[config.mk]
export PLATFORM = sky130hd
export DESIGN_NAME = beat_timing_gen
export DESIGN_NICKNAME = d
export VERILOG_FILES = /design/src/rtl/beat_timing_pkg.sv /design/src/rtl/qd_sync_edge.sv /design/src/rtl/beat_timing_gen.sv
export SDC_FILE = /design/constraint.sdc
export NUM_CORES = 1
export LEC_CHECK = 0
export BUFFER_PORTS_ARGS = -buffer_cell sky130_fd_sc_hd__clkbuf_2
export CELL_PAD_IN_SITES_DETAIL_PLACEMENT = 0
export CELL_PAD_IN_SITES_GLOBAL_PLACEMENT = 1
export CORE_MARGIN = 5
export CORE_UTILIZATION = 42
export CTS_CLUSTER_SIZE = 28
export DETAILED_ROUTE_END_ITERATION = 8
export PLACE_DENSITY_LB_ADDON = 0.1
export REMOVE_ABC_BUFFERS = 1
export SYNTH_ARGS = -nofsm -noshare
export SYNTH_HDL_FRONTEND = slang
export SYNTH_HIERARCHICAL = 1
export SYNTH_SLANG_ARGS = --single-unit
[constraint.sdc]
create_clock -name MF -period 1.7 [get_ports MF]
set_input_delay 0.17 -clock MF [delete_from_list [all_inputs] [get_ports MF]]
set_output_delay 0.17 -clock MF [all_outputs]
set_load 0.1 [all_outputs]
[src/rtl/beat_timing_pkg.sv]
// Shared types for the beat/phase timing generator: sequencer states, beat codes
// and the beat-to-W level decode.
package beat_timing_pkg;

  typedef enum logic [2:0] {HALT, PH1, PH2, PH3, GAP} state_e;

  typedef enum logic [1:0] {W0, W1B, W2B, W3B} beat_e;

  // Returns {W3, W2, W1}; W0 is the all-low pre-beat.
  function automatic logic [2:0] beat_to_w(input beat_e beat);
    logic [2:0] w;
    case (beat)
      W1B:     w = 3'b001;
      W2B:     w = 3'b010;
      W3B:     w = 3'b100;
      default: w = 3'b000;
    endcase
    return w;
  endfunction

endpackage

[src/rtl/qd_sync_edge.sv]
// Two-flop synchronizer for the asynchronous start key with a registered
// rising-edge pulse; everything clears to 0 while rst_ni is low.
module qd_sync_edge (
  input  logic clk_i,
  input  logic rst_ni,
  input  logic d_i,
  output logic rise_o
);

  logic meta_q;
  logic sync_q;
  logic prev_q;
  logic rise_q;

  always_ff @(posedge clk_i or negedge rst_ni) begin
    if (!rst_ni) begin
      meta_q <= 1'b0;
      sync_q <= 1'b0;
      prev_q <= 1'b0;
      rise_q <= 1'b0;
    end else begin
      meta_q <= d_i;
      sync_q <= meta_q;
      prev_q <= sync_q;
      rise_q <= sync_q & ~prev_q;
    end
  end

  assign rise_o = rise_q;

endmodule

[src/rtl/beat_timing_gen.sv]
// Beat (W1..W3) and phase (T1..T3) timing generator for the hardwired controller.
// Define BEAT_SINGLE_STEP_EN to add the DP single-step input.
module beat_timing_gen
  import beat_timing_pkg::*;
#(
  parameter int PHASE_LEN = 1,
  parameter int GAP_LEN   = 1
) (
  input  logic MF,
  input  logic CLR,
  input  logic QD,
  input  logic SHORT,
  input  logic LONG,
  input  logic STOP,
`ifdef BEAT_SINGLE_STEP_EN
  input  logic DP,
`endif
  output logic W1,
  output logic W2,
  output logic W3,
  output logic T1,
  output logic T2,
  output logic T3,
  output logic RUN
);

  localparam int MAX_LEN = (PHASE_LEN > GAP_LEN) ? PHASE_LEN : GAP_LEN;
  localparam int CW      = (MAX_LEN > 1) ? $clog2(MAX_LEN) : 1;
  localparam logic [CW-1:0] PH_LAST  = CW'(PHASE_LEN - 1);
  localparam logic [CW-1:0] GAP_LAST = CW'(GAP_LEN - 1);

  state_e        state_q, state_d;
  beat_e         beat_q, beat_d, beat_next;
  logic [CW-1:0] cnt_q, cnt_d, cnt_inc;
  logic [2:0]    w_q, w_d;
  logic [2:0]    t_q, t_d;
  logic          run_q, run_d;
  logic          short_q, short_d, long_q, long_d, stop_q, stop_d;
  logic          qd_rise;
  logic          halt_req;

  qd_sync_edge u_qd_sync (
    .clk_i  (MF),
    .rst_ni (CLR),
    .d_i    (QD),
    .rise_o (qd_rise)
  );

`ifdef BEAT_SINGLE_STEP_EN
  assign halt_req = stop_q | DP;
`else
  assign halt_req = stop_q;
`endif

  // Successor beat from the controller responses captured as T3 fell.
  always_comb begin
    beat_next = W1B;
    case (beat_q)
      W1B:     beat_next = short_q ? W1B : W2B;
      W2B:     beat_next = long_q ? W3B : W1B;
      default: beat_next = W1B;
    endcase
  end

  always_comb begin
    state_d = state_q;
    beat_d  = beat_q;
    cnt_d   = cnt_q;
    w_d     = w_q;
    t_d     = t_q;
    run_d   = run_q;
    short_d = short_q;
    long_d  = long_q;
    stop_d  = stop_q;
    cnt_inc = cnt_q + CW'(1);
    case (state_q)
      HALT: begin
        if (qd_rise) begin
          state_d = PH1;
          cnt_d   = '0;
          t_d     = 3'b001;
          run_d   = 1'b1;
        end
      end
      PH1: begin
        if (cnt_q == PH_LAST) begin
          state_d = PH2;
          cnt_d   = '0;
          t_d     = 3'b010;
        end else begin
          cnt_d = cnt_inc;
        end
      end
      PH2: begin
        if (cnt_q == PH_LAST) begin
          state_d = PH3;
          cnt_d   = '0;
          t_d     = 3'b100;
        end else begin
          cnt_d = cnt_inc;
        end
      end
      PH3: begin
        if (cnt_q == PH_LAST) begin
          state_d = GAP;
          cnt_d   = '0;
          t_d     = 3'b000;
          short_d = SHORT;
          long_d  = LONG;
          stop_d  = STOP;
        end else begin
          cnt_d = cnt_inc;
        end
      end
      GAP: begin
        if (cnt_q == GAP_LAST) begin
          beat_d = beat_next;
          w_d    = beat_to_w(beat_next);
          cnt_d  = '0;
          if (halt_req) begin
            state_d = HALT;
            run_d   = 1'b0;
          end else begin
            state_d = PH1;
            t_d     = 3'b001;
          end
        end else begin
          cnt_d = cnt_inc;
        end
      end
      default: begin
        state_d = HALT;
        cnt_d   = '0;
        t_d     = 3'b000;
        run_d   = 1'b0;
      end
    endcase
  end

  always_ff @(posedge MF or negedge CLR) begin
    if (!CLR) begin
      state_q <= HALT;
      beat_q  <= W0;
      cnt_q   <= '0;
      w_q     <= 3'b000;
      t_q     <= 3'b000;
      run_q   <= 1'b0;
      short_q <= 1'b0;
      long_q  <= 1'b0;
      stop_q  <= 1'b0;
    end else begin
      state_q <= state_d;
      beat_q  <= beat_d;
      cnt_q   <= cnt_d;
      w_q     <= w_d;
      t_q     <= t_d;
      run_q   <= run_d;
      short_q <= short_d;
      long_q  <= long_d;
      stop_q  <= stop_d;
    end
  end

  assign {W3, W2, W1} = w_q;
  assign {T3, T2, T1} = t_q;
  assign RUN          = run_q;

endmodule

==> run_results.csv <==
group,metric,value,unit
run_status,outcome,"finished, final reports clean",
layout,final_common_cell,"dfrtp_1",
global_route,grt-ovfl-total,0,
setup_path,worst-endpoint-required,1.93,ns
layout,number_of_fillers_in_the_final_layout,183,
setup_path,worst-r2r-setup-slack,0.27,ns
clocking,cts.sink_count,19,
timing,timing.fmax,702,MHz
placed_design,portBuffers,12,
global_route,antenna_found_initial,0,
floorplanning,die_area,2930,um2
clocking,clk_pin_slew,0.11,ns
job,cap_violations,0,
global_route,wire_length_of_the_first_global_routing_pass,2.39,mm
placed_design,globalplace.congestion,0.662,
layout,layout-drive-gt1-share,0.325,
global_route,vias_in_the_first_global_route,545,
timing,final.setup.tns,0,ns
layout,flow.area_growth_from_synthesis,15.7,%
layout,insertedDiodeCount,0,
global_route,overall_routing_resource_usage,0.115,
detailed_routing,vias,516,
yosys,cells_after_synthesis,66,
setup_path,worst_ep_arrival_time,1.66,ns
clocking,cts_buffers,3,
layout,most_frequent_cells_in_the_layout,"dfrtp_1 (19), clkbuf_2 (12), a21oi_1 (6)",
floorplanning,floorplan.die.height,54.2,um
floorplanning,die_width,54.2,um
floorplanning,core-area,1900,um2
layout,design.final.nets,92,
yosys,yosys_warnings,6,
yosys,combined_area_of_all_synthesized_cells,820,um2
detailed_routing,via_per_instance_ratio,4.69,
clocking,clock_latency,0.29,ns
timing,setup_repair_after_global_routing_missed_its_margin,"false",
setup_path,setup.worst_path.class,"flop to flop",
setup_path,critical_path.endpoint_type,"flop",
timing,slew_violations,0,
detailed_routing,wl_per_cell,11.9,um
timing,final_critical_path_time_including_i_o_delays_and_setup,1.43,ns
timing,ratio_of_final_minimum_period_to_clock_period,0.839,
floorplanning,starting_utilization_of_the_core_area,0.431,
detailed_routing,drc,0,
timing,relSlewSlack,0.638,
setup_path,critPathMaxFanout,3,
layout,multi_input_area,299,um2
yosys,synth-seq-area-share,0.580,
yosys,synth-seq-cells,19,
yosys,synth_cell_type_count,25,
global_route,maximum_number_of_pins_on_one_net_before_global_route_repair,20,
detailed_routing,initialDrtViolationCount,8,
timing,skew,0.00925,ns
timing,final_hold_viol_count,0,
floorplanning,io_pins,13,
detailed_routing,postRouteAntennaNets,0,
hold_path,hold_class,"primary input to flop",
timing,worst_slew_pin_slew,0.546,ns
layout,sequential_cell_area,475,um2
clocking,clk_root_buffer_cell,"clkbuf_4",
clocking,clockBufferDepth,2,
detailed_routing,route.final.wire_length,1.31,mm
clocking,post-cts-setup-buffer-count,0,
yosys,synthesis.area_per_instance,12.4,um2
setup_path,setup.worst_path.start_class,"flop",
floorplanning,floorplan.rows,16,
clocking,cts_tree,"done",
detailed_routing,detail_route.first_pass.iterations,4,
timing,final-setup-viol-count,0,
clocking,htree_levels,1,
[area by class of cell]
class | count | area share
flip-flops and latches | 19 | 0.501
inverters | 3 | 0.0119
clock buffers | 4 | 0.0277
repair buffers | 17 | 0.108
multi-input cells | 40 | 0.315
well taps | 27 | 0.0356
[flip-flops by register name (all words and copies together), names as in the netlist, 2 cells and up]
name / flops
state_q: 3
beat_q: 2
w_q: 3
t_q: 3
[metal layers]
layer	part of all wire	global-route usage	up-vias	wire length, um
met1	0.51	0.156	245	666
met5	0	0	-	0
met4	0.0054	0.0622	0	7
met2	0.43	0.169	9	564
li1	-	-	260	-
met3	0.051	0.0249	2	67
[timing repair]
| item | 4_1_cts | 5_1_grt |
|---|---|---|
| hold buffers | 2 | 0 |
| endpoints found under the setup margin | 0 | 0 |
| hold endpoints to repair | 20 | 0 |
| gates resized for setup | 0 | 0 |
[path summary, 6_finish.rpt]
kind                             startpoint  depth (start not counted)                to
hold / removal                         STOP                          2          halt_req
max in group asynchronous               CLR                          2        state_q[2]
setup reg to reg                  beat_q[0]                          5            w_q[1]
hold reg to reg            u_qd_sync/meta_q                          0  u_qd_sync/sync_q
min in group asynchronous               CLR                          2            t_q[1]
setup / recovery                  beat_q[0]                          5            w_q[1]
[through the flow]
step / cell area (um2) / utilization / setup WS [ns] / std cells / hold WS [ns]
floorplan: 786 / - / 0.333 / 62 / -0.126
global placement: 902 / 0.474 / 0.321 / 104 / 0.151
detailed placement: 902 / 0.474 / 0.298 / 104 / 0.152
CTS: 948 / 0.499 / 0.256 / 110 / 0.0955
global route: 948 / 0.499 / 0.139 / 110 / 0.0946
finish: 948 / 0.499 / 0.275 / 110 / 0.101
[cell usage after synthesis]
cell type  count  area share
nor2b_2        1       0.011
a21oi_1        6       0.037
or3b_4         1       0.014
nor2b_4        1       0.017
nand3b_1       2       0.018
xnor2_1        1       0.011
nand4b_1       2       0.021
mux2_4         1       0.018
o21bai_1       2       0.018
o31ai_1        2       0.018
dfrtp_1       19        0.58
buf_6          2       0.027
nor2_1         5       0.023
buf_4          1      0.0092
a22o_2         2       0.024
ha_1           2       0.031
inv_1          3       0.014
clkbuf_1       1      0.0046
nand2_1        2      0.0092
mux2_2         3       0.041
o21a_1         1      0.0092
a211oi_1       1      0.0092
o21ai_0        2       0.012
nand2b_1       1      0.0076
nor2b_1        2       0.015
[critical path, cell delays in order (launching register included)]
cell and delay, ns:
dfrtp_1 0.36, inv_1 0.06, ha_1 0.31, a211oi_1 0.29, nor2b_2 0.22, a22o_2 0.13
[cell families (layout without fill, tap and decap cells)]
group                      count (synthesis)  count (layout)  share of synthesized area
adders and majority gates                  2               2                     0.0305
buffers and inverters                      7              24                     0.0550
AOI/OAI and AO/OA                         16              16                      0.128
and+or+nand+nor                           17              17                      0.136
xor gates and xnor gates                   1               1                     0.0107
DFF                                       19              19                      0.580
muxes                                      4               4                     0.0595
Power is left out: the tool's default activity adds up to more than one toggle a clock period on the data nets, which glitch-free logic cannot reach.
